===== config.mk =====
export PLATFORM = sky130hd
export DESIGN_NAME = nec_ir_rx
export DESIGN_NICKNAME = d
export VERILOG_FILES = /design/src/rtl/nec_ir_rx.sv
export SDC_FILE = /design/constraint.sdc
export NUM_CORES = 1
export LEC_CHECK = 0
export ABC_AREA = 0
export CAP_MARGIN = 40
export CORE_MARGIN = 4
export CORE_UTILIZATION = 40
export CTS_CLUSTER_DIAMETER = 150
export DETAILED_ROUTE_END_ITERATION = 12
export GPL_TIMING_DRIVEN = 0
export SLEW_MARGIN = 20
export SYNTH_ARGS = -nofsm -noshare
export SYNTH_HDL_FRONTEND = slang
export SYNTH_SLANG_ARGS = --single-unit
export TNS_END_PERCENT = 30

===== constraint.sdc =====
create_clock -name clk -period 2.7 [get_ports clk]
set_input_delay 0.675 -clock clk [delete_from_list [all_inputs] [get_ports clk]]
set_output_delay 0.675 -clock clk [all_outputs]
set_load 0.05 [all_outputs]

===== src/rtl/nec_ir_rx.sv =====
// NEC / extended-NEC IR frame receiver: synchroniser, glitch filter, 1 us pulse timer, decode FSM, valid/ready output.
// Define NEC_IR_RX_REPEAT_EN to replay the last good frame on a repeat code.
module nec_ir_rx #(
    parameter int CLK_HZ     = 25000000,
    parameter int TOL_PCT    = 25,
    parameter int FRAME_BITS = 32,
    parameter int INVERT     = 1,
    parameter int FILT_CYC   = 16,
    parameter int CHECK_CMD  = 1
) (
    input  logic                  clk,
    input  logic                  rst_n,
    input  logic                  enable,
    input  logic                  ir_in,
    output logic                  valid,
    input  logic                  ready,
    output logic [FRAME_BITS-1:0] data,
    output logic                  repeat_flag,
    output logic                  frame_err,
    output logic                  overrun,
    output logic [3:0]            state_dbg
);

    localparam int DIV = (CLK_HZ / 1000000 < 1) ? 1 : CLK_HZ / 1000000;
    localparam int PW  = (DIV > 1) ? $clog2(DIV) : 1;
    localparam int FW  = (FILT_CYC > 1) ? $clog2(FILT_CYC) : 1;
    localparam int IW  = (FRAME_BITS > 1) ? $clog2(FRAME_BITS) : 1;
    localparam logic IDLE_LVL = (INVERT != 0);
    localparam logic [13:0] CNT_MAX = 14'h3fff;

    function automatic logic [13:0] win_lo(input int nom);
        return 14'(nom * (100 - TOL_PCT) / 100);
    endfunction

    function automatic logic [13:0] win_hi(input int nom);
        return 14'(nom * (100 + TOL_PCT) / 100);
    endfunction

    localparam logic [13:0] LM_LO = win_lo(9000), LM_HI = win_hi(9000);
    localparam logic [13:0] LS_LO = win_lo(4500), LS_HI = win_hi(4500);
    localparam logic [13:0] RS_LO = win_lo(2250), RS_HI = win_hi(2250);
    localparam logic [13:0] BT_LO = win_lo(562),  BT_HI = win_hi(562);
    localparam logic [13:0] ON_LO = win_lo(1687), ON_HI = win_hi(1687);

    typedef enum logic [3:0] {
        S_IDLE       = 4'd0,
        S_LEAD_MARK  = 4'd1,
        S_LEAD_SPACE = 4'd2,
        S_BIT_MARK   = 4'd3,
        S_BIT_SPACE  = 4'd4,
        S_STOP_MARK  = 4'd5,
        S_REP_MARK   = 4'd6,
        S_DONE       = 4'd7
    } state_t;

    logic [1:0]      sync;
    logic            filt, filt_q;
    logic [FW-1:0]   fcnt;
    logic [PW-1:0]   pcnt;
    logic [13:0]     pulse;
    logic            tick, edge_det, mark_rise, mark_fall, sat;
    logic            w_lm, w_ls, w_rs, w_bt, w_on, chk_ok;
    state_t          state;
    logic [FRAME_BITS-1:0] shreg;
    logic [IW-1:0]   idx;
    logic            rep_frm;

    // Idle reset level keeps the filter from reporting a phantom mark after reset.
    always_ff @(posedge clk) begin
        if (!rst_n) begin
            sync   <= {2{IDLE_LVL}};
            filt   <= IDLE_LVL;
            filt_q <= IDLE_LVL;
            fcnt   <= '0;
        end else begin
            sync   <= {sync[0], ir_in};
            filt_q <= filt;
            if (sync[1] == filt) begin
                fcnt <= '0;
            end else if (fcnt == FW'(FILT_CYC - 1)) begin
                filt <= sync[1];
                fcnt <= '0;
            end else begin
                fcnt <= fcnt + 1'b1;
            end
        end
    end

    assign edge_det  = (filt != filt_q);
    assign mark_rise = edge_det & (filt ^ IDLE_LVL);
    assign mark_fall = edge_det & ~(filt ^ IDLE_LVL);
    assign tick      = (DIV == 1) || (pcnt == PW'(DIV - 1));
    assign sat       = (pulse == CNT_MAX);

    // Restart at 1 when the edge coincides with a tick so the count equals the pulse length in us.
    always_ff @(posedge clk) begin
        if (!rst_n) begin
            pcnt  <= '0;
            pulse <= '0;
        end else begin
            pcnt <= tick ? '0 : pcnt + 1'b1;
            if (edge_det)
                pulse <= {13'd0, tick};
            else if (tick && !sat)
                pulse <= pulse + 1'b1;
        end
    end

    assign w_lm = (pulse >= LM_LO) && (pulse <= LM_HI);
    assign w_ls = (pulse >= LS_LO) && (pulse <= LS_HI);
    assign w_rs = (pulse >= RS_LO) && (pulse <= RS_HI);
    assign w_bt = (pulse >= BT_LO) && (pulse <= BT_HI);
    assign w_on = (pulse >= ON_LO) && (pulse <= ON_HI);

    if (CHECK_CMD != 0 && FRAME_BITS == 32) begin : g_chk
        assign chk_ok = (shreg[31:24] == ~shreg[23:16]);
    end else begin : g_nochk
        assign chk_ok = 1'b1;
    end

`ifdef NEC_IR_RX_REPEAT_EN
    logic [FRAME_BITS-1:0] last_frm;
    logic                  have_last;
    logic                  rep_q;
    assign repeat_flag = rep_q;
`else
    assign repeat_flag = 1'b0;
`endif

    always_ff @(posedge clk) begin
        if (!rst_n) begin
            state     <= S_IDLE;
            shreg     <= '0;
            idx       <= '0;
            rep_frm   <= 1'b0;
            valid     <= 1'b0;
            data      <= '0;
            frame_err <= 1'b0;
            overrun   <= 1'b0;
`ifdef NEC_IR_RX_REPEAT_EN
            last_frm  <= '0;
            have_last <= 1'b0;
            rep_q     <= 1'b0;
`endif
        end else begin
            frame_err <= 1'b0;
            overrun   <= 1'b0;
            if (valid && ready)
                valid <= 1'b0;
            if (!enable) begin
                state <= S_IDLE;
            end else begin
                case (state)
                    S_IDLE: if (mark_rise) state <= S_LEAD_MARK;
                    S_LEAD_MARK: if (mark_fall) state <= w_lm ? S_LEAD_SPACE : S_IDLE;
                    S_LEAD_SPACE: begin
                        if (mark_rise) begin
                            if (w_ls) begin
                                state   <= S_BIT_MARK;
                                idx     <= '0;
                                shreg   <= '0;
                                rep_frm <= 1'b0;
                            end else if (w_rs) begin
                                state   <= S_REP_MARK;
                                rep_frm <= 1'b1;
                            end else begin
                                state <= S_IDLE;
                            end
                        end else if (sat) begin
                            state <= S_IDLE;
                        end
                    end
                    S_BIT_MARK: begin
                        if ((mark_fall && !w_bt) || (!mark_fall && sat)) begin
                            frame_err <= 1'b1;
                            state     <= S_IDLE;
                        end else if (mark_fall) begin
                            state <= S_BIT_SPACE;
                        end
                    end
                    S_BIT_SPACE: begin
                        if ((mark_rise && !w_bt && !w_on) || (!mark_rise && sat)) begin
                            frame_err <= 1'b1;
                            state     <= S_IDLE;
                        end else if (mark_rise) begin
                            shreg[idx] <= w_on;
                            idx        <= idx + 1'b1;
                            state      <= (idx == IW'(FRAME_BITS - 1)) ? S_STOP_MARK : S_BIT_MARK;
                        end
                    end
                    S_STOP_MARK, S_REP_MARK: begin
                        if ((mark_fall && !w_bt) || (!mark_fall && sat)) begin
                            frame_err <= 1'b1;
                            state     <= S_IDLE;
                        end else if (mark_fall) begin
                            state <= S_DONE;
                        end
                    end
                    S_DONE: begin
                        state <= S_IDLE;
                        if (!rep_frm) begin
                            if (!chk_ok) begin
                                frame_err <= 1'b1;
                            end else begin
`ifdef NEC_IR_RX_REPEAT_EN
                                last_frm  <= shreg;
                                have_last <= 1'b1;
`endif
                                // An un-acked frame is kept; the newcomer is dropped and reported.
                                if (!valid || ready) begin
                                    valid <= 1'b1;
                                    data  <= shreg;
`ifdef NEC_IR_RX_REPEAT_EN
                                    rep_q <= 1'b0;
`endif
                                end else begin
                                    overrun <= 1'b1;
                                end
                            end
                        end
`ifdef NEC_IR_RX_REPEAT_EN
                        else if (have_last) begin
                            if (!valid || ready) begin
                                valid <= 1'b1;
                                data  <= last_frm;
                                rep_q <= 1'b1;
                            end else begin
                                overrun <= 1'b1;
                            end
                        end
`endif
                    end
                    default: state <= S_IDLE;
                endcase
            end
        end
    end

    assign state_dbg = state;

endmodule

# == Word-level counts from Yosys, hierarchy flattened ==
# Cells that the tools add are included.
# word_totals
regBits,104
inputBits,5
word_cells,147
# classes
add_sub_neg,4
order_cmp,12
n_eq_ne,24
muxes,44
n_bitwise,10
reduce_logical,38
# ops
op,count
32-bit 2-to-1 mux,4
32-bit one-hot mux with 2 select lines,1
4-bit 2-to-1 mux,10
32-bit bitwise mux,1
14-bit by 11-bit >= comparator with 1-bit output (second input constant),2
14-bit by 12-bit less-or-equal comparator with 1-bit output (second input constant),2
4-bit one-hot mux with 6 select lines,1
5-bit 2-to-1 mux,4
4-bit by 3-bit equality test with 1-bit output (second input constant),4
1-bit 2-to-1 mux,16
14-bit by 1-bit adder with 14-bit output (second input constant),1
14-bit equality test (second input constant),1
14-bit by 12-bit >= comparator with 1-bit output (second input constant),1
14-bit by 13-bit >= comparator with 1-bit output (second input constant),1
14-bit by 9-bit >= comparator with 1-bit output (second input constant),1
14-bit by 10-bit less-or-equal comparator with 1-bit output (second input constant),1
14-bit by 13-bit less-or-equal comparator with 1-bit output (second input constant),1
14-bit less-or-equal comparator (second input constant),1
1-bit logical AND,13
2-bit inequality test (second input constant),6
3-bit inequality test (second input constant),4
6-bit AND reduction,2
5-bit by 1-bit adder with 5-bit output (second input constant),2
5-bit equality test (second input constant),2
other kinds (27),50

# == Longest topological paths before layout ==
# Gate-level depths: netlist of the first run.
# logic_depth
ltp_word,8
ltp_mapped,11
depth_no_buf,9

# == Worst setup path after synthesis of the first run ==
# OpenSTA, ideal clock, no wires.
# synth_timing
path_type,flip-flop to flip-flop
start,reg pulse[1]
end,reg shreg[23]
setup_time_ns,0.072
t_arrival_ns,2.246
required_ns,2.628
slack_ns,0.383
path_stages_with_launch,12
cell_sequence,dfxtp_1 clkbuf_1 inv_1 ha_1 o21ba_2 nor4_1 o22ai_2 a21oi_2 a211oi_4 buf_6 o211ai_1 mux2i_1
# synth_via
elab_chain_cells,8
elab_cells_between_ends,23
# synth_lines
element,line,source
from (decl),60,logic [13:0] pulse;
from (signal assigned),103,"pulse <= {13'd0, tick};"
from (signal assigned),105,pulse <= pulse + 1'b1;
14-bit by 9-bit >= comparator with 1-bit output or 14-bit by 10-bit less-or-equal comparator with 1-bit output (tied branches),112,assign w_bt = (pulse >= BT_LO) && (pulse <= BT_HI);
1-bit logical AND,112,
1-bit zero test,182,if ((mark_rise && !w_bt && !w_on) || (!mark_rise && sat)) begin
1-bit logical AND (2 in series),182,
1-bit logical OR,182,
2-bit inequality test (no source line),n/a,
6-bit AND reduction (no source line),n/a,
"to (signal, indexed assignment)",186,shreg[idx] <= w_on;
to (decl),64,logic [FRAME_BITS-1:0] shreg;
# Parallel ways exist; a longest one is shown, timed or not. The select of a mux whose other input is x is not followed.
# A chain may end at the register's enable or synchronous reset.

# == Worst setup path in the final report of the first run ==
# layout_timing
start,reg pulse[0]
end,reg shreg[22]
# The elaborated chain is that of the path after synthesis.

==> results of run 1 <==
==> stage by stage <==
stage | instance area [um2] | setup TNS (ns) | cells | util
after global routing | 6330 | -0.00911 | 832 | 0.498
after floorplan | 5240 | 0 | 597 | -
final | 6330 | 0 | 832 | 0.498
after detailed placement | 5880 | -8.17 | 811 | 0.462
after global placement | 5880 | -6.90 | 811 | 0.462
after CTS | 6200 | 0 | 827 | 0.488
==> power breakdown <==
group | leakage, nW | switching, mW | internal, mW
sequential | 0.830 | 0.00436 | 1.52
clock | 0.148 | 0.609 | 0.730
combinational | 1.83 | 0.0437 | 0.0207
total | 2.81 | 0.657 | 2.27
==> repair_timing <==
action / CTS / global route
pin swaps: 0 / 4
setup endpoints to repair: 38 / 37
cloned: 0 / 1
buffers inserted: 0 / 4
gates resized for setup: 4 / 24
==> cell families after synthesis <==
logic type	after synthesis	synth area share
adder cells (fa/ha/maj)	14	0.0335
AND/OR/NAND/NOR	253	0.240
other	1	0.000716
flip-flops	103	0.394
AO/OA/AOI/OAI	69	0.103
buffers and inverters	65	0.0595
multiplexers	69	0.132
XOR/XNOR	22	0.0368
==> placed cells by master, fill, tap and decap left out, drive strengths merged, types with 14 or more instances in the layout <==
master         instances
clkdlybuf4s50         42
xor2                  17
dfxtp                103
a21oi                 16
buf                   34
nor2                  76
inv                   19
nand3                 19
mux2i                 67
nand4                 32
ha                    14
clkbuf                28
nand2                 65
==> metal layers <==
layer / wire, um / share of wire
met1: 6480 / 0.50
met5: 0 / 0
met4: 208 / 0.016
met2: 5740 / 0.44
met3: 529 / 0.041
==> state kept, by name, summed over array words and instances (netlist names) <==
register / cells
data: 32
fcnt: 4
filt: 1
filt_q: 1
frame_err: 1
idx: 5
overrun: 1
pcnt: 5
pulse: 14
rep_frm: 1
shreg: 32
state_dbg: 3
sync: 2
valid: 1
==> cell usage after synthesis (3+ instances only) <==
library cell | count | share of area
o21ai_0 | 9 | 0.0086
nand4_1 | 31 | 0.037
dfxtp_1 | 103 | 0.39
inv_1 | 17 | 0.012
a31oi_1 | 6 | 0.0072
o211ai_2 | 5 | 0.012
nand3_1 | 18 | 0.017
nor3_1 | 13 | 0.012
buf_4 | 6 | 0.0086
xor2_1 | 17 | 0.028
nand3b_1 | 4 | 0.0057
and3_1 | 7 | 0.0084
xnor2_1 | 5 | 0.0084
ha_1 | 14 | 0.033
nand2b_1 | 8 | 0.0096
clkbuf_1 | 18 | 0.013
buf_6 | 3 | 0.0065
or3_1 | 6 | 0.0072
nand2_1 | 65 | 0.047
buf_1 | 3 | 0.0022
nor3b_1 | 3 | 0.0043
a21oi_1 | 15 | 0.014
o211ai_1 | 6 | 0.0086
mux2i_1 | 67 | 0.13
buf_2 | 18 | 0.017
or4_1 | 4 | 0.0057
nor4_1 | 3 | 0.0036
nor2_1 | 74 | 0.053
==> area by class of cell <==
| type | instances | area, um2 |
|---|---|---|
| sequential | 103 | 2060 |
| timing repair buffer | 47 | 455 |
| clock buffer | 9 | 225 |
| inverter | 17 | 63.8 |
| fill | 1240 | 6390 |
| tap | 172 | 215 |
| clock inverter | 7 | 80.1 |
| buffer | 48 | 272 |
| multi-input combinational | 429 | 2960 |
==> how the worst min path moves through the flow <==
stage	startpoint	end	slack (ns)	cells past startpoint
CTS	sync[0]	sync[1]	0.43	1
floorplan	sync[0]	sync[1]	0.39	1
finish	sync[0]	sync[1]	0.42	1
global placement	sync[0]	sync[1]	0.40	1
global route	sync[0]	sync[1]	0.45	1
detailed placement	sync[0]	sync[1]	0.41	1
==> worst max-delay path, stage by stage, from the launching register on <==
cell and delay [ns]:
dfxtp_1 0.38, ha_1 0.28, a31o_1 0.28, a2111oi_4 0.39
o22ai_2 0.20, and3_2 0.29, nor2_4 0.21, clkbuf_4 0.25
nand2_1 0.07, mux2i_1 0.15
==> results.sh, run 1 <==
export IMPL_syn_area_per_cell_um2=8.79
export IMPL_area_growth_pct=20.9
export IMPL_grt_usage=0.180
export IMPL_finalCritPeriodShare=0.955
export IMPL_finalClockSkew_ns=0.00879
export IMPL_critPathCaptureType="flop"
export IMPL_reg2regPathDepth=9
export IMPL_core_region_area_um2=12700
export IMPL_endpoint="shreg[22]"
export IMPL_maxSlewViolCount=0
export IMPL_p_per_area_nw_per_um2=463
export IMPL_ys_flop_type="dfxtp_1"
export IMPL_synthArstFlopShare=0
export IMPL_synth_edf_count=0
export IMPL_irDropWorstVdd_mv=0.405
export IMPL_synth_area_um2=5240
export IMPL_grt_start_max_net_pins=19
export IMPL_dieHeight_um=122
export IMPL_ctsHtreeMaxLevel=3
export IMPL_syn_inst=596
export IMPL_routabilityCongestion=0.882
export IMPL_critPathLaunch="pulse[0]"
export IMPL_fin_hold_ws_ns=0.424
export IMPL_path_class="reg -> reg"
export IMPL_layout_nets=674
export IMPL_path_clk_slew_ns=0.07
export IMPL_tightestPinTransition_ns=0.779
export IMPL_worst_path_max_fanout=10
export IMPL_diodes=0
export IMPL_busiest_layer="met2"
export IMPL_ant_nets=0
export IMPL_synth_seq_cells=103
export IMPL_use_met1=0.245
export IMPL_antenna_found_initial=0
export IMPL_cts_buffers=9
export IMPL_cellLeakagePower_nw=2.81
export IMPL_die_area_um2=15000
export IMPL_rows=41
export IMPL_timing_final_ws_setup_ns=0.122
export IMPL_cts_num_sinks=103
export IMPL_finalHoldViolations=0
export IMPL_dp_hpwl_um=9260
export IMPL_ys_seq_area_frac=0.394
export IMPL_post_route_min_period_ns=2.58
export IMPL_top_level_ports=45
export IMPL_drt_iter0_drc=315
export IMPL_worstSetupStartpointType="flop"
export IMPL_maxCapViolCount=0
export IMPL_synth_cell_types=63
export IMPL_ctsHoldBuffers=0
export IMPL_worst_r2r_endpoint="shreg[22]"
export IMPL_finalPower_mw=2.93
export IMPL_vias=4358
export IMPL_drc=0
export IMPL_clk_path_buf_depth=2
export IMPL_gr_usage_met2=0.275
export IMPL_cp_arrival_ns=2.85
export IMPL_wl_per_cell_um=15.6
export IMPL_r2r_slack_ns=0.12
export IMPL_clock_latency_ns=0.36
export IMPL_die_w_um=122
export IMPL_grt_pass1_wl_um=21200
export IMPL_cts_tree="yes"
export IMPL_drive_above_1_share=0.120
export IMPL_root_buffer="clkbuf_16"
export IMPL_status="finished clean"
export IMPL_dp_slack_ns=-0.303
export IMPL_use_met3=0.0488
export IMPL_portBuffers=42
export IMPL_finalSetupViolCount=0
export IMPL_grt_overflow=0
export IMPL_synth_warnings=0
export IMPL_viasPerCell=5.24
export IMPL_crit_required_ns=2.98
export IMPL_start_util=0.412
export IMPL_rr_startpoint="pulse[0]"
export IMPL_grt_pass1_vias=4273
export IMPL_drt_wl_total_um=13000
export IMPL_hp_class="reg -> reg"
export IMPL_slew_headroom=0.477
export IMPL_fmax_ghz=0.388
export IMPL_firstDrtPassIters=4
Power figures use the tool's default switching activity.
==> run 2, diff against run 1 <==
--- a/config.mk
+++ b/config.mk
@@ -11,8 +11,8 @@
 export CORE_UTILIZATION = 40
 export CTS_CLUSTER_DIAMETER = 150
 export DETAILED_ROUTE_END_ITERATION = 12
+export GPL_ROUTABILITY_DRIVEN = 0
 export GPL_TIMING_DRIVEN = 0
-export SLEW_MARGIN = 20
 export SYNTH_ARGS = -nofsm -noshare
 export SYNTH_HDL_FRONTEND = slang
 export SYNTH_SLANG_ARGS = --single-unit
==> run 2 against run 1 <==
Against the previous run:
- count of clock-buffer cells in the layout rose by 1
- routed wire length fell by 6.2%
- non-clock buffer count fell by 4
- hold slack got worse by 0.0037 ns
- sequential power barely moved
- highest routed layer unchanged
==> results.sh, run 2 (synthesis results as in run 1) <==
export IMPL_slowest_delay_ns=0.35
export IMPL_maxCapViolCount=0
export IMPL_dp_cells=812
export IMPL_drt_iter0_drc=236
export IMPL_worst_r2r_endpoint="shreg[27]"
export IMPL_worst_hold_path_endpoint="sync[1]"
export IMPL_irDropWorstVdd_mv=0.220
export IMPL_path_class="reg -> reg"
export IMPL_cts_num_sinks=103
export IMPL_dp_slack_ns=-0.0697
export IMPL_post_route_min_period_ns=2.58
export IMPL_root_buffer="clkbuf_16"
export IMPL_p_seq_frac=0.538
export IMPL_grt_overflow=0
export IMPL_drc=0
export IMPL_p_int_mw=2.25
export IMPL_die_w_um=122
export IMPL_rr_startpoint="pulse[1]"
export IMPL_finalSetupViolCount=0
export IMPL_portBuffers=42
export IMPL_cts_tree="yes"
export IMPL_clk_path_buf_depth=2
export IMPL_ctsHtreeMaxLevel=3
export IMPL_start_util=0.412
export IMPL_cellLeakagePower_nw=2.72
export IMPL_reg2regPathDepth=11
export IMPL_viasPerCell=5.28
export IMPL_slew_headroom=0.426
export IMPL_p_sw_uw=592
export IMPL_top_regs="data: 32 flops, shreg: 32 flops, pulse: 14 flops"
export IMPL_finalClockSkew_ns=0.00767
export IMPL_top_level_ports=45
export IMPL_die_area_um2=15000
export IMPL_diodes=0
export IMPL_fin_util=0.487
export IMPL_tightestPinTransition_ns=0.855
export IMPL_final_cell_mix="dfxtp_1, nor2_1, mux2i_1"
export IMPL_critPathCaptureType="flop"
export IMPL_clock_latency_ns=0.35
export IMPL_dieHeight_um=122
export IMPL_worstSetupStartpointType="flop"
export IMPL_antenna_found_initial=0
export IMPL_crit_required_ns=2.92
export IMPL_rsz0062_at_grt="yes"
export IMPL_worst_path_max_fanout=10
export IMPL_min_delay_start="sync[0]"
export IMPL_drt_wl_total_um=12200
export IMPL_ant_nets=0
export IMPL_finalHoldViolations=0
export IMPL_grt_pass1_vias=4121
export IMPL_area_growth_pct=18.4
export IMPL_slowest_stage="dfxtp_1"
export IMPL_cts_buffers=9
export IMPL_maxSlewViolCount=0
export IMPL_combPwrFrac=0.021
export IMPL_pwr_share_clk=0.441
export IMPL_cp_arrival_ns=2.80
export IMPL_drive_above_1_share=0.102
export IMPL_fillCellCount=1266
export IMPL_hold_depth=1
export IMPL_timing_final_ws_setup_ns=0.116
export IMPL_grt_usage=0.169
export IMPL_wl_per_cell_um=14.7
export IMPL_finalPower_mw=2.84
export IMPL_crit_chain="clkbuf_2 -> inv_1 -> ha_1 -> nor4b_1 -> o21ai_0 -> a21oi_1 -> nand2b_2 -> a211oi_4 -> buf_6 -> o211ai_1 -> mux2i_1"
export IMPL_core_region_area_um2=12700
export IMPL_layout_nets=670
export IMPL_grt_start_max_net_pins=16
export IMPL_r2r_slack_ns=0.12
export IMPL_finalCritPeriodShare=0.957
export IMPL_layout_commonest_cell="dfxtp_1"
export IMPL_vias=4359
export IMPL_path_clk_slew_ns=0.06
export IMPL_p_per_area_nw_per_um2=458
export IMPL_fmax_ghz=0.387
export IMPL_rows=41
export IMPL_fin_hold_ws_ns=0.420
export IMPL_grt_pass1_wl_um=20200
export IMPL_status="finished clean"
export IMPL_hp_class="reg -> reg"
export IMPL_instances_no_fill=826
export IMPL_firstDrtPassIters=5
export IMPL_dp_hpwl_um=8910
export IMPL_p_sw_frac=0.208
-- run 2: cell count changes in the layout (fill, tap and decap cells not counted), sizes merged --
| cell | delta |
|---|---|
| clkinvlp | -1 |
| inv | -2 |
| buf | -3 |
-- run 2: how the worst max path moves through the flow --
stage	depth (start not counted)	endpoint	from
final	11	shreg[27]	pulse[1]
after detailed placement	11	shreg[25]	pulse[1]
after global routing	11	shreg[27]	pulse[1]
after global placement	8	state_dbg[1]	pulse[0]
after floorplan	11	shreg[23]	pulse[1]
after CTS	11	shreg[25]	pulse[1]
-- run 2: through the flow --
stage | TNS (ns) | area [um2]
2_1_floorplan | 0 | 5240
3_3_place_gp | -0.913 | 5880
3_5_place_dp | -2.10 | 5880
4_1_cts | 0 | 6160
5_1_grt | -0.00608 | 6200
6_report | 0 | 6200
-- run 2: critical path, delay by kind of cell (launching register included) --
family	cells	cell delay, ns
simple gates	2	0.44
compound gates	4	0.78
buf+inv	3	0.51
fa+ha+maj	1	0.23
mux	1	0.15
flops	1	0.35
-- run 2: what timing repair did --
item                                    4_1_cts  5_1_grt
resized for setup                             1       11
pin swaps                                     0        1
endpoints found under the setup margin       23       31
endpoints found under the hold margin         0        0
setup buffers                                 0        0
hold buffers                                  0        0
-- run 2: cell type report --
type	instances	area, um2	area share
Timing Repair Buffer	43	425	0.0686
Clock buffer	10	229	0.0369
Inverter	17	63.8	0.0103
Buffer	48	262	0.0422
Clock inverter	4	48.8	0.00787
Tap cell	172	215	0.0347
Multi-Input combinational cell	429	2900	0.467
Sequential cell	103	2060	0.333
-- run 2: power by group through the flow --
stage               Sequential (mW)  Clock [mW]  Combinational [mW]
floorplan                      1.56           0              0.0408
global placement               1.56           0              0.0604
detailed placement             1.56           0              0.0611
CTS                            1.53        1.30              0.0613
global route                   1.53        1.37              0.0684
finish                         1.53        1.25              0.0603
-- run 2: per-layer routing --
| layer | routed length [um] | global-route usage | vias up | share of wire |
|---|---|---|---|---|
| met1 | 5950 | 0.235 | 2006 | 0.49 |
| met5 | 0 | 0 | - | 0 |
| met3 | 537 | 0.0295 | 21 | 0.044 |
| met4 | 201 | 0.0658 | 0 | 0.017 |
| met2 | 5460 | 0.260 | 134 | 0.45 |
| li1 | - | - | 2198 | - |
==> RTL edit 1, RTL diff (config.mk and constraints of run 2) <==
Change the parameter `TOL_PCT` from 25 to 12.
--- a/src/rtl/nec_ir_rx.sv
+++ b/src/rtl/nec_ir_rx.sv
@@ -3,5 +3,5 @@
 module nec_ir_rx #(
     parameter int CLK_HZ     = 25000000,
-    parameter int TOL_PCT    = 25,
+    parameter int TOL_PCT    = 12,
     parameter int FRAME_BITS = 32,
     parameter int INVERT     = 1,
Behaviour: no difference found for any inputs over 10 cycles, from zero or initial values and one cycle with rst_n low; that may be too few to reach the edited logic, so the function may still have changed.
==> RTL edit 1 against run 2 <==
Utilization fell by 0.82 points; total power rose by 3.1%; sequential cell count did not move; synthesized area rose by 2.9%; wire length fell by 1.0%; worst setup slack got worse by 38 ps; first-iteration DRC count rose by 50%; design area rose by 2.3%.
==> RTL edit 1: results (changes against run 2) <==
Cells and area
  – Post-Layout Cell Count: 835 (+1.1%)
  – # nets final: 672 (+0.30%)
  – Fill cell count: 1314 (+3.8%)
  – Share of cells above drive strength 1: 15.0% (+4.8 points)
  – ANT cells: 0 (unchanged)

Synth
  – Xor/xnor share of the synthesized area: 3.57% (-0.11 points)
  – Sequential area share after synthesis: 38.3% (-1.1 points)
  – Adder-Cell Fraction of Synth Area: 3.02% (-0.33 points)
  – Post-Synthesis Cells: 600 (+0.67%)
  – Multiplexer share of the synthesized area: 12.8% (-0.42 points)
  – Synth Area in Compound Gates: 13.2% (+2.9 points)
  – Yosys cell types: 65 (+3.2%)
  – Most area-consuming cells after synthesis: dfxtp_1 (38%), mux2i_1 (13%), nor2_1 (6.0%)
  – Commonest cells in the netlist: dfxtp_1 (103), nor2_1 (86), mux2i_1 (69)

Power
  – Leakage power: 2.76 nW (+1.4%)
  – Internal power: 2.28 mW (+1.2%)
  – Clk pwr share: 45.6% (+1.5 points)
  – Worst VDD drop: 265 µV (+20%)
  – Logic pwr share: 2.3% (+0.2 points)

Drt
  – Met2 Routed Length: 5360 µm (-1.9%)
  – Routed met1 length: 5890 µm (-0.91%)
  – Post-DR vias/cell: 5.17 (-2.0%)
  – DRT Pass-1 Iters: 5 (unchanged)
  – Initial drt markers: 355 (+50%)
  – WL met3: 484 µm (-9.9%)

Place
  – Dpl cells: 819 (+0.86%)
  – Placed Area: 6030 µm² (+2.6%)
  – Dpl ws: -96.8 ps (-27.1 ps)
  – Port bufs: 42 (unchanged)
  – Hpwl dp: 8740 µm (-1.9%)

Timing
  – Setup Skew: 8.72 ps (+1.05 ps)
  – Worst Max-Slew Pin Slew: 667 ps (-188 ps)

Global routing
  – First-pass GRT wire length: 20200 µm (+0.10%)
  – Routing usage on met2: 25.8% (-0.19 points)
  – Largest net degree at the start of global routing: 19 (+3)
  – Vias in the first global route: 4181 (+1.5%)
  – Overall Global Routing Usage: 16.6% (-0.27 points)
  – Grt met3 use: 2.36% (-0.59 points)
  – Routing usage on met1: 22.8% (-0.76 points)

Clocking
  – CTS buffer count: 9 (unchanged)

Setup path
  – Crit-path slowest cell: a2111oi_2
  – Largest stage delay on the critical path: 520 ps (+170 ps)
  – CP top delay family: simple AND/OR/NAND/NOR gates
  – Critical path arrival: 2840 ps (+40 ps)

Status
  – Status: finished, final reports clean
-- RTL edit 1: cell types whose count changed after synthesis, moves of 4 or more --
cell and change:
a21oi_1 -5, nor2b_1 +5, nor2_1 +12, nand4_1 -25, o21ai_2 +32, buf_6 +9, o211ai_2 -5, buf_2 -5
or4_1 -4
-- RTL edit 1: worst paths after layout --
check	from	endpoint	slack, ps	cells past startpoint
min reg2reg	sync[0]	sync[1]	410	1
max reg2reg	pulse[0]	shreg[21]	80	8
max	pulse[0]	shreg[21]	80	8
min	sync[0]	sync[1]	410	1
-- RTL edit 1: layout make-up --
type / count / area [µm²] / area share (%)
well taps: 176 / 220 / 3.47
clock buffers: 9 / 225 / 3.55
clock inverters: 7 / 80.1 / 1.26
repair buffers: 42 / 420 / 6.62
inverters: 16 / 60.1 / 0.946
multi-input cells: 438 / 2990 / 47.2
plain buffers: 44 / 284 / 4.48
flip-flops and latches: 103 / 2060 / 32.5
==> RTL edit 2, RTL diff (flow settings as in run 2) <==
Made on the original files. Reset style: asynchronous (`rst_n`), changed in 3 clocked blocks.
--- a/src/rtl/nec_ir_rx.sv
+++ b/src/rtl/nec_ir_rx.sv
@@ -67,5 +67,5 @@
 
     // Idle reset level keeps the filter from reporting a phantom mark after reset.
-    always_ff @(posedge clk) begin
+    always_ff @(posedge clk or negedge rst_n) begin
         if (!rst_n) begin
             sync   <= {2{IDLE_LVL}};
@@ -94,5 +94,5 @@
 
     // Restart at 1 when the edge coincides with a tick so the count equals the pulse length in us.
-    always_ff @(posedge clk) begin
+    always_ff @(posedge clk or negedge rst_n) begin
         if (!rst_n) begin
             pcnt  <= '0;
@@ -128,5 +128,5 @@
 `endif
 
-    always_ff @(posedge clk) begin
+    always_ff @(posedge clk or negedge rst_n) begin
         if (!rst_n) begin
             state     <= S_IDLE;
Behaviour: no difference found for any inputs over 10 cycles, from zero or initial values and one cycle with rst_n low; that may be too few to reach the edited logic, so the function may still have changed.
==> RTL edit 2 against run 2 <==
Total power grew 6.5%; fmax rose by 0.27%; sequential cell count did not move; non-clock buffer count up 1; wire length is 13% higher; final cell count shrank 4.1%; combinational power grew 51%; utilization increased by 0.19 points; synthesized area increased by 4.8%; count of clock-buffer cells in the layout fell by 1; design area rose by 5.3%; worst setup slack improved by 6.9 ps; first-iteration DRC count increased by 110%; die area grew 4.4%; critical endpoint is now idx[1]; largest cell class unchanged.
==> RTL edit 2: results (changes against run 2) <==
Power
  – Leakage power: 2.89 nW (+6.2%)
  – Design Power: 3.03 mW (+6.5%)
  – Worst VDD drop: 275 µV (+25%)

Synth
  – Most area-consuming cells after synthesis: dfrtp_1 (45%), mux2_2 (7.2%), o31ai_1 (4.8%)
  – Commonest cells in the netlist: dfrtp_1 (99), a21oi_1 (50), o21ai_0 (48)
  – Adder-Cell Fraction of Synth Area: 3.19% (-0.15 points)
  – Ys async rst share: 100% (+100 points)
  – Sequential area share after synthesis: 47.1% (+7.7 points)
  – Multiplexer share of the synthesized area: 7.37% (-5.9 points)
  – Xor/xnor share of the synthesized area: 3.83% (+0.15 points)

Drt
  – Initial drt markers: 485 (+110%)
  – Post-DR vias/cell: 5.70 (+8.1%)
  – Wire length per cell: 17.3 µm (+17%)
  – Met2 Routed Length: 6220 µm (+14%)
  – Routed met1 length: 6540 µm (+10%)

Timing
  – Max-Slew Margin vs Limit: 49.2% (+6.6 points)
  – Setup Skew: 10.3 ps (+2.65 ps)

Cells and area
  – Fill cell count: 1263 (-0.24%)
  – # nets final: 630 (-6.0%)
  – Share of cells above drive strength 1: 15.3% (+5.0 points)

Setup path
  – Crit-path max FO: 8 (-2)
  – R2R Path Start: pulse[0]
  – Critical path arrival: 2810 ps (about the same)
  – Worst reg2reg path depth: 9 (-2)

Status
  – Status: finished, final reports clean

Global routing
  – First-pass GRT wire length: 23100 µm (+15%)
  – Grt met3 use: 4.65% (+1.7 points)
  – Largest net degree at the start of global routing: 57 (+41)
  – Overall Global Routing Usage: 18.0% (+1.1 points)
  – Routing usage on met1: 26.2% (+2.6 points)

Min path
  – Min-delay src: sync[0]
  – Hold depth: 0 (-1)

Place
  – Hpwl dp: 9340 µm (+4.8%)
  – Port bufs: 41 (-2.4%)
==> RTL edit 2: cell types whose count changed after synthesis, sizes merged, moves of 33 or more <==
| cell | change |
|---|---|
| dfxtp | -103 |
| dfrtp | +99 |
| mux2i | -66 |
| nor2 | -53 |
| o21ai | +39 |
| a21oi | +35 |
| mux2 | +33 |
| o31ai | +33 |
==> RTL edit 2: final cells by class <==
| type | count | area share [%] |
|---|---|---|
| clock inverters | 7 | 1.32 |
| clock buffers | 9 | 3.45 |
| flip-flops and latches | 103 | 39.6 |
| repair buffers | 48 | 7.32 |
| well taps | 176 | 3.37 |
| plain buffers | 44 | 3.31 |
| multi-input cells | 391 | 40.8 |
| inverters | 14 | 0.805 |
==> RTL edit 2: how the worst max path moves through the flow <==
stage                     startpoint  endpoint  cells after the start  slack (ps)
after floorplan             pulse[1]    idx[2]                      9         310
after global placement         rst_n  data[26]                      1       -2950
after detailed placement    pulse[1]    idx[1]                     10         -50
after CTS                   pulse[0]    idx[1]                     10          20
after global routing        pulse[0]    idx[4]                     10          10
final                       pulse[0]    idx[1]                      9         120
==> RTL edit 2: repair_timing <==
item | in CTS | in global routing
hold buffers | 0 | 0
pin swaps | 1 | 2
hold endpoints to repair | 0 | 0
buffers inserted | 1 | 4
resized for setup | 1 | 11
setup endpoints to repair | 29 | 45
gates cloned | 0 | 0
==> RTL edit 2: through the flow <==
step	hold WS (ps)	setup TNS [ps]	cells	util, %	setup WS, ps
after detailed placement	352	-120	771	46.1	-51.8
after CTS	363	0	788	48.5	19.8
after global placement	349	-298480	769	45.8	-2950
after global routing	366	0	792	48.9	12.7
final	361	0	792	48.9	123
after floorplan	345	0	552	-	313
